File: src/rtl/multi_wait_sequencer.sv
// Stage sequencer: each run steps through NUM_WAITS stages, emitting base+stage and then idling len cycles.
// A done pulse closes each run; loop_mode restarts immediately from stage 0 with the latched base and len.
module multi_wait_sequencer #(
    parameter int WIDTH     = 32,
    parameter int NUM_WAITS = 4,
    parameter int CNT_WIDTH = 8,
    localparam int STAGE_W  = (NUM_WAITS > 1) ? $clog2(NUM_WAITS) : 1
) (
    input  logic                    clk,
    input  logic                    reset,
    input  logic signed [WIDTH-1:0] in1,
    input  logic [CNT_WIDTH-1:0]    wait_len,
    input  logic                    start,
    input  logic                    abort,
    input  logic                    loop_mode,
    output logic signed [WIDTH-1:0] out1,
    output logic [STAGE_W-1:0]      stage_idx,
    output logic                    busy,
    output logic                    done
);

    localparam logic [1:0] S_IDLE = 2'd0;
    localparam logic [1:0] S_EXEC = 2'd1;
    localparam logic [1:0] S_WAIT = 2'd2;
    localparam logic [1:0] S_DONE = 2'd3;

    localparam logic [STAGE_W-1:0] LAST_STAGE = STAGE_W'(NUM_WAITS - 1);

    logic [1:0]              r_state;
    logic [1:0]              w_next_state;
    logic signed [WIDTH-1:0] r_base;
    logic [CNT_WIDTH-1:0]    r_len;
    logic [CNT_WIDTH-1:0]    r_counter;
    logic [STAGE_W-1:0]      r_stage;
    logic signed [WIDTH-1:0] r_out;
    logic [WIDTH-1:0]        w_sum;
    logic                    w_last_wait;

    assign w_sum       = WIDTH'(r_base) + WIDTH'(r_stage);
    assign w_last_wait = (r_counter == CNT_WIDTH'(1));

    // Abort overrides every transition, so it is applied after the normal decode.
    always_comb begin
        w_next_state = r_state;
        case (r_state)
            S_IDLE: if (start) w_next_state = S_EXEC;
            S_EXEC: w_next_state = S_WAIT;
            S_WAIT: begin
                if (w_last_wait)
                    w_next_state = (r_stage == LAST_STAGE) ? S_DONE : S_EXEC;
            end
            S_DONE: w_next_state = loop_mode ? S_EXEC : S_IDLE;
            default: w_next_state = S_IDLE;
        endcase
        if (abort)
            w_next_state = S_IDLE;
    end

    always_ff @(posedge clk or negedge reset) begin
        if (!reset) begin
            r_state   <= S_IDLE;
            r_base    <= '0;
            r_len     <= CNT_WIDTH'(1);
            r_counter <= '0;
            r_stage   <= '0;
            r_out     <= '0;
        end else begin
            r_state <= w_next_state;
            if (abort) begin
                r_stage <= '0;
            end else begin
                case (r_state)
                    S_IDLE: begin
                        if (start) begin
                            r_base  <= in1;
                            r_len   <= (wait_len == '0) ? CNT_WIDTH'(1) : wait_len;
                            r_stage <= '0;
                        end
                    end
                    S_EXEC: begin
                        r_out     <= signed'(w_sum);
                        r_counter <= r_len;
                    end
                    S_WAIT: begin
                        r_counter <= r_counter - CNT_WIDTH'(1);
                        if (w_last_wait && (r_stage != LAST_STAGE))
                            r_stage <= r_stage + STAGE_W'(1);
                    end
                    S_DONE: r_stage <= '0;
                    default: r_stage <= '0;
                endcase
            end
        end
    end

    assign out1      = r_out;
    assign stage_idx = r_stage;
    assign busy      = (r_state != S_IDLE);
    assign done      = (r_state == S_DONE);

endmodule

File: config.mk
export PLATFORM = sky130hd
export DESIGN_NAME = multi_wait_sequencer
export DESIGN_NICKNAME = d
export VERILOG_FILES = /design/src/rtl/multi_wait_sequencer.sv
export SDC_FILE = /design/constraint.sdc
export NUM_CORES = 1
export LEC_CHECK = 0
export ABC_AREA = 1
export CAP_MARGIN = 25
export CORE_MARGIN = 4
export CORE_UTILIZATION = 48
export DETAILED_ROUTE_END_ITERATION = 12
export PLACE_DENSITY = 0.78
export RECOVER_POWER = 100
export SLEW_MARGIN = 15
export SYNTH_ARGS = -nofsm -noshare
export SYNTH_HDL_FRONTEND = slang
export SYNTH_SLANG_ARGS = --single-unit
File: constraint.sdc
create_clock -name clk -period 5.3 [get_ports clk]
set_input_delay 0.795 -clock clk [delete_from_list [all_inputs] [get_ports clk]]
set_output_delay 0.795 -clock clk [all_outputs]
set_load 0.1 [all_outputs]
## After elaboration in Yosys (flattened, before gate mapping)

Cells that the tools add are included.

- Output and inout bits: 36
- Input port bits: 45
- Register bits: 84
- Latch bits: 0
- Logic and storage cells: 42
- ROM bits: 0
- Bits in writable memories: 0
- Memories kept: 0

- Div/mod/pow operators: 0
- Reduce and logical (&&, ||, !) cells: 11
- Multiply operators: 0
- Shift operators: 0
- Add/subtract/negate cells: 3
- Multiplexer cells: 12
- Bitwise logic cells: 1
- Order comparisons: 0
- Equality and inequality tests: 9

Operators with widths:

| cell | number |
|---|---|
| adder 32 x 2 -> 32 bit | 1 |
| case mux 8 bit (2 select lines) | 1 |
| two-way mux 2 bit | 7 |
| inequality test 3 bit (second input constant) | 3 |
| equality test 8 x 1 -> 1 bit (second input constant) | 1 |
| zero test 8 bit | 1 |
| two-way mux 8 bit | 1 |
| case mux 2 bit (4 select lines) | 1 |
| subtractor 8 x 1 -> 8 bit (second input constant) | 1 |
| equality test 2 bit (second input constant) | 3 |
| case mux 2 bit (3 select lines) | 1 |
| AND reduction 2 bit | 3 |
| AND reduction 3 bit | 2 |
| nonzero test 2 bit | 2 |
| nonzero test 4 bit | 1 |
| adder 2 x 1 -> 2 bit (second input constant) | 1 |
| equality test 2 x 1 -> 1 bit (second input constant) | 1 |
| zero test 2 bit | 1 |
| inequality test 2 bit (second input constant) | 1 |
| logical AND 1 bit | 1 |
| two-way mux 1 bit | 1 |
| NOT 1 bit | 1 |

## Longest topological paths before layout

Gate-level depths: netlist (run 1).

- Depth in word-level cells: 5
- Mapped depth: 11

## Worst setup path after synthesis (run 1)

Ideal clock, no wire load.

- Kind: reg2reg
- Start: register r_stage[0] (netlist: stage_idx[0])
- End: register r_out[28] (netlist: out1[28])
- Stages on the path, launching flop included: 12
- Setup time: 120 ps
- Data required time: 5180 ps
- Slack: 2839 ps
- Arrival time: 2341 ps
- Path buffers: 0
- Cell sequence: dfrtp_1 > ha_1 > inv_1 > fa_1 > inv_1 > nand3_1 > nor2_1 > nand2_1 > nand2_1 > nand2_1 > nand2_1 > nand2_1

- Longest elaborated chain between the ends: 1

RTL lines:

| item | line | RTL |
|---|---|---|
| from (decl) | 34 | `logic [STAGE_W-1:0] r_stage;` |
| from (signal assigned) | 87 | `r_stage <= r_stage + STAGE_W'(1);` |
| adder 32 x 2 -> 32 bit | 39 | `assign w_sum = WIDTH'(r_base) + WIDTH'(r_stage);` |
| to (signal assigned) | 81 | `r_out <= signed'(w_sum);` |
| to (decl) | 35 | `logic signed [WIDTH-1:0] r_out;` |

No other way between the ends.
A chain may end at the register's enable or synchronous reset.

## Worst setup path after layout (run 1)

- Start: input abort
- End: register r_out[18] (netlist: out1[18])

- Longest elaborated chain between the ends: 2

RTL lines:

| item | line | RTL |
|---|---|---|
| from (decl) | 14 | `input logic abort,` |
| NOT 1 bit (no source line) | -- |  |
| AND reduction 2 bit (no source line) | -- |  |

No other way between the ends.

==> reports/qor.txt, run 1 <==
area delta synth->final: 25.40%
hold_ws: 0.4706 ns
vias in the first global route: 4,025
Worst Skew: 0.01312 ns
CTS tree: done
Cell Rows: 35
Final Max Slew Viols: 85
CP cell instances: dlygate4sd3_1 -> inv_1 -> nand2_1 -> clkbuf_1 -> inv_1 -> nand3_1 -> nand2_1
mean routed wirelength per cell: 13.84 um
Routed WL: 11,540 um
slowest cell on the critical path: clkbuf_1
Req. time, crit path: 5.55 ns
largest stage delay on the critical path: 1.20 ns
Crit Path Class: in2reg
Synth area leaders: dfrtp_1, nand2_1, o21ai_0, nor2_1, inv_1
Yosys warnings: 0
kind of end point of the critical path: flop
CTS sink cnt: 84
total power divided by cell area: 648.5 mW/mm^2
R2R setup slack: 2.00 ns
layout cell share with drive strength beyond 1: 6.525%
Worst Setup Start Kind: primary input
post-synthesis register bit count: 84
1st-pass router iterations: 5
Vias/cell: 5.023
I/O pins: 81
Final setup violation count: 0
Antenna Cells: 0
status: finished, violations left
Fill cells: 855
Crit Path Max Fanout: 42
Cell Area, Synth: 0.004587 sq mm
HP Class: reg2reg
Lkg Pwr: 0.002723 uW
f_max: 262.0 MHz
remaining design rule violation count: 0
Initial Util: 49.41%
routability cong.: 0.9093
Buffers on Ports: 80
Chip Width: 105.8 um
max-cap viol count: 2
total setup buffers inserted after CTS: 0
CTS root buffer: clkbuf_8
normalized max-slew margin: -50.56%
ratio of final minimum period to clock period: 72.02%
maximum number of pins on one net before global-route repair: 85
Clock Latency Late Sink: 0.36 ns
DRT iter0 DRCs: 216
final cell utilization of the core: 61.95%
Synth top area share: 45.28%
syn_nets: 678
antenna violations before repair: 0
Cells after DPL: 817
cell count after synthesis: 622
worst path bufs/invs: 4
post_cts resized: 0
RSZ-0062 raised after global routing: false
critical path arrival: 4.06 ns
Final ANT Viol Nets: 0
TritonCTS buffer count: 9
routed vias: 4,189
Worst-path clk slew: 0.09 ns
Overflow after GRT: 0
number of hold buffers added after cts: 0
failing checks: capacitance limit, slew limit
Total GRT Usage: 21.08%
H-tree depth: 3
CORE AREA: 0.009284 sq mm
CP top delay family: buffers and inverters
Fin Setup TNS: 0 ns
Synth cell types: 29
first-pass GRT wire length: 19,000 um
Die Ht: 105.8 um
final cell count without fillers: 834
Avg Cell Area, Syn: 7.374 sq um
final hold viol count: 0
area leader, netlist: dfrtp_1
CTS Buffer Depth: 2
worst slew pin tran: 2.258 ns
Total Die Area: 0.01118 sq mm
sequential share of the synthesized area: 45.85%
Layout Nets: 756
Post-DP HPWL: 8742 um
Final min period: 3.817 ns
Peak VDD IR: 0.2616 mV
-- worst reg2reg max path, cell delays in order, from the launching register on --
cell and delay, ns:
dfrtp_1 0.40, inv_1 0.12, ha_1 0.20, nand2_1 0.06, clkbuf_1 1.20, inv_1 0.83
nand3_1 0.31, nand2_1 0.07
-- layout by cell type, fill, tap and decap left out --
master / count
dfrtp_1: 83
dfstp_2: 1
nor2_2: 6
nand2_1: 268
a21oi_1: 12
buf_4: 1
inv_1: 49
a31oi_1: 2
xnor2_1: 3
clkinv_4: 2
o21bai_1: 2
dlygate4sd3_1: 37
nand3_1: 25
nand3b_1: 6
nor2_1: 50
nor3_1: 6
nor2_4: 8
nand4_1: 3
fa_1: 1
clkbuf_1: 2
a22oi_1: 1
clkdlybuf4s50_1: 42
o21ai_0: 46
bufinv_16: 3
clkbuf_8: 11
o31ai_1: 1
nor3_4: 1
nand2_2: 10
xor2_1: 10
inv_2: 2
buf_12: 1
ha_1: 10
-- path summary, 6_finish.rpt --
check	startpoint	endpoint	cells after the start
worst min register to register	r_len[3]	r_len[3]	2
worst min-delay path	r_len[3]	r_len[3]	2
worst max-delay path	abort	out1[18]	7
max in group asynchronous	reset	r_base[17]	1
worst max register to register	r_state[1]	out1[18]	7
min in group asynchronous	reset	r_len[5]	1
-- cell type report --
type	instances	area, sq um	share of cell area (%)
Inverter	51	191.4	3.328
Timing Repair Buffer	83	825.8	14.36
Tap cell	129	161.4	2.806
Clock buffer	11	151.4	2.632
Multi-Input combinational cell	471	2211	38.44
Sequential cell	84	2103	36.57
Clock inverter	5	107.6	1.871
-- report_power, final --
| group | switching, uW | internal, uW | total (uW) |
|---|---|---|---|
| combinational | 1460 | 471 | 1930 |
| sequential | 281 | 942 | 1220 |
| clock | 235 | 341 | 575 |
-- registers in the layout, indices dropped and copies added (netlist names) --
name,cells
out1,32
r_base,32
r_counter,8
r_len,8
r_state,2
stage_idx,2
-- per-layer routing --
layer,global-route usage [%],vias up,share of wire [%]
met5,0,-,0
met4,6.938,0,1.7
met3,3.123,20,5.9
met2,33.65,116,46
met1,29.57,1950,47
li1,-,2103,-
-- cell usage after synthesis --
| master | n |
|---|---|
| nand2_1 | 268 |
| dfrtp_1 | 83 |
| nor2_1 | 50 |
| inv_1 | 49 |
| o21ai_0 | 42 |
| nand3_1 | 25 |
| a21oi_1 | 12 |
| ha_1 | 10 |
| nand2_2 | 10 |
| xor2_1 | 10 |
| nor2_4 | 8 |
| clkbuf_1 | 7 |
| nand3b_1 | 6 |
| nor2_2 | 6 |
| nor3_1 | 6 |
| buf_4 | 5 |
| buf_2 | 4 |
| nand4_1 | 3 |
| o21ai_1 | 3 |
| xnor2_1 | 3 |
| a31oi_1 | 2 |
| inv_2 | 2 |
| o21bai_1 | 2 |
| a22oi_1 | 1 |
| dfstp_2 | 1 |
| fa_1 | 1 |
| nor3_2 | 1 |
| o21ai_2 | 1 |
| o31ai_1 | 1 |
-- per-stage QoR --
| stage | setup WS [ns] | instance area [sq um] | total power [uW] |
|---|---|---|---|
| floorplan | 2.839 | 4587 | 2676 |
| global placement | 2.486 | 5484 | 3164 |
| detailed placement | 2.399 | 5484 | 3212 |
| CTS | 2.050 | 5743 | 3795 |
| global route | 1.075 | 5752 | 3954 |
| finish | 1.483 | 5752 | 3730 |
-- cells by family after synthesis --
logic type               Yosys count  share of synthesized area (%)
adder cells (fa/ha/maj)           11                          3.164
AO/OA/AOI/OAI                     64                          7.338
buffers and inverters             67                          6.001
XOR/XNOR                          13                          2.482
flip-flops                        84                          45.85
AND/OR/NAND/NOR                  383                          35.16
Note: power is estimated with default switching activity, not from simulation.
==> inputs of run 2 (changes only) <==
--- a/config.mk
+++ b/config.mk
@@ -10,7 +10,7 @@
 export CORE_MARGIN = 4
 export CORE_UTILIZATION = 48
 export DETAILED_ROUTE_END_ITERATION = 12
-export PLACE_DENSITY = 0.78
+export PLACE_DENSITY = 0.81
 export RECOVER_POWER = 100
 export SLEW_MARGIN = 15
 export SYNTH_ARGS = -nofsm -noshare
==> constraint.sdc (replaced) <==
create_clock -name clk -period 3.35 [get_ports clk]
set_input_delay 0.5025 -clock clk [delete_from_list [all_inputs] [get_ports clk]]
set_output_delay 0.5025 -clock clk [all_outputs]
set_load 0.1 [all_outputs]
==> reports/qor.txt, run 2 (synthesis gave the netlist of run 1 again) <==
status: finished, violations left
failing checks: capacitance limit, slew limit
normalized max-slew margin: -50.67%
slowest cell on the critical path: clkbuf_1
H-tree depth: 3
Final Max Slew Viols: 84
Total Die Area: 0.01118 sq mm
Routed WL: 11,310 um
Crit Path Max Fanout: 5
Cell Rows: 35
final cell count without fillers: 834
kind of end point of the critical path: output pin
layout cell share with drive strength beyond 1: 6.241%
Worst Setup Start Kind: flop
max-cap viol count: 2
Die Ht: 105.8 um
CP cell instances: inv_1 -> ha_1 -> inv_1 -> clkbuf_1
Crit Path Class: reg2out
Total GRT Usage: 20.95%
routed vias: 4,163
I/O pins: 81
Req. time, crit path: 2.85 ns
post_cts resized: 0
HP Class: reg2reg
Worst-path clk slew: 0.08 ns
Peak VDD IR: 0.4453 mV
routability cong.: 0.8732
Fin Setup TNS: 0 ns
Crit path top cell by count: inv_1
CTS sink cnt: 84
worst path bufs/invs: 3
f_max: 376.7 MHz
critical path arrival: 2.15 ns
largest stage delay on the critical path: 0.88 ns
final hold viol count: 0
total power divided by cell area: 1007 mW/mm^2
Post-DP HPWL: 8652 um
Worst Skew: 0.01295 ns
CP top delay family: buffers and inverters
RSZ-0062 raised after global routing: false
Final setup violation count: 0
Chip Width: 105.8 um
Final ANT Viol Nets: 0
area delta synth->final: 23.79%
CORE AREA: 0.009284 sq mm
Lkg Pwr: 0.002686 uW
Setup WS pre-CTS: 1.018 ns
Cells after DPL: 817
Initial Util: 49.41%
remaining design rule violation count: 0
mean routed wirelength per cell: 13.56 um
first-pass GRT wire length: 18,740 um
setup slack after layout: 0.6951 ns
1st-pass router iterations: 4
DRT iter0 DRCs: 189
Layout Nets: 756
CTS tree: done
Antenna Cells: 0
hold_ws: 0.4698 ns
commonest non-fill, non-tap cell in the layout: nand2_1
maximum number of pins on one net before global-route repair: 85
Buffers on Ports: 80
vias in the first global route: 3,955
TritonCTS buffer count: 9
Final min period: 2.655 ns
CTS Buffer Depth: 2
Overflow after GRT: 0
total setup buffers inserted after CTS: 0
CTS root buffer: clkbuf_8
number of hold buffers added after cts: 0
commonest cells after routing, fill and taps aside: nand2_1, dfrtp_1, nor2_1, inv_1, o21ai_0
worst slew pin tran: 2.260 ns
ratio of final minimum period to clock period: 79.25%
Vias/cell: 4.992
antenna violations before repair: 0
Clock Latency Late Sink: 0.35 ns
run 2: cell count changes in the layout (fill, tap and decap cells not counted), moves of 2 or more:
cell           before  now
clkbuf_1            2    5
clkinv_2            0    2
clkinv_4            2    0
bufinv_16           3    1
dlygate4sd3_1      37   34
run 2: path summary, 6_finish.rpt:
kind,slack [ns],startpoint,cells after the start,endpoint
max in group asynchronous,1.25,reset,1,r_base[31]
worst min register to register,0.47,r_len[1],2,r_len[1]
worst max register to register,0.87,r_state[1],5,out1[12]
worst max-delay path,0.70,r_state[0],4,busy
min in group asynchronous,0.81,reset,1,r_counter[1]
worst min-delay path,0.47,r_len[1],2,r_len[1]
run 2: final cells by class:
type	instances	area, sq um
multi-input cells	471	2208
repair buffers	83	810.8
well taps	129	161.4
fillers	884	3606
inverters	51	191.4
clock inverters	4	47.55
clock buffers	12	155.1
flip-flops and latches	84	2103
run 2: power breakdown:
part	switching, uW	internal [uW]	total (uW)
sequential	453	1490	1940
clock	359	383	742
combinational	2300	731	3030
total	3110	2610	5720
run 2: worst register-to-register path: cells and delay by family, from the launching register on:
| family | cells | cell delay [ns] |
|---|---|---|
| AOI/OAI and AO/OA | 1 | 0.29 |
| and+or+nand+nor | 1 | 0.08 |
| adders and majority gates | 1 | 0.21 |
| DFF | 1 | 0.40 |
| buffers and inverters | 2 | 1.28 |
run 2: per-stage QoR:
| stage | util, % | power (uW) | area, sq um |
|---|---|---|---|
| 6_report | 61.16 | 5720 | 5678 |
| 5_1_grt | 61.16 | 6089 | 5678 |
| 4_1_cts | 61.20 | 5824 | 5682 |
| 3_5_place_dp | 59.02 | 5072 | 5479 |
| 3_3_place_gp | 59.02 | 5006 | 5479 |
| 2_1_floorplan | - | 4233 | 4587 |
run 2: layer usage:
layer  routed length (um)  global-route usage [%]  vias to the layer above
met5                    0                       0                        -
met4                  148                   5.273                        0
met3                  612                   4.103                       15
met2                 5126                   33.24                      111
met1                 5418                   29.59                     1925
li1                     -                       -                     2112
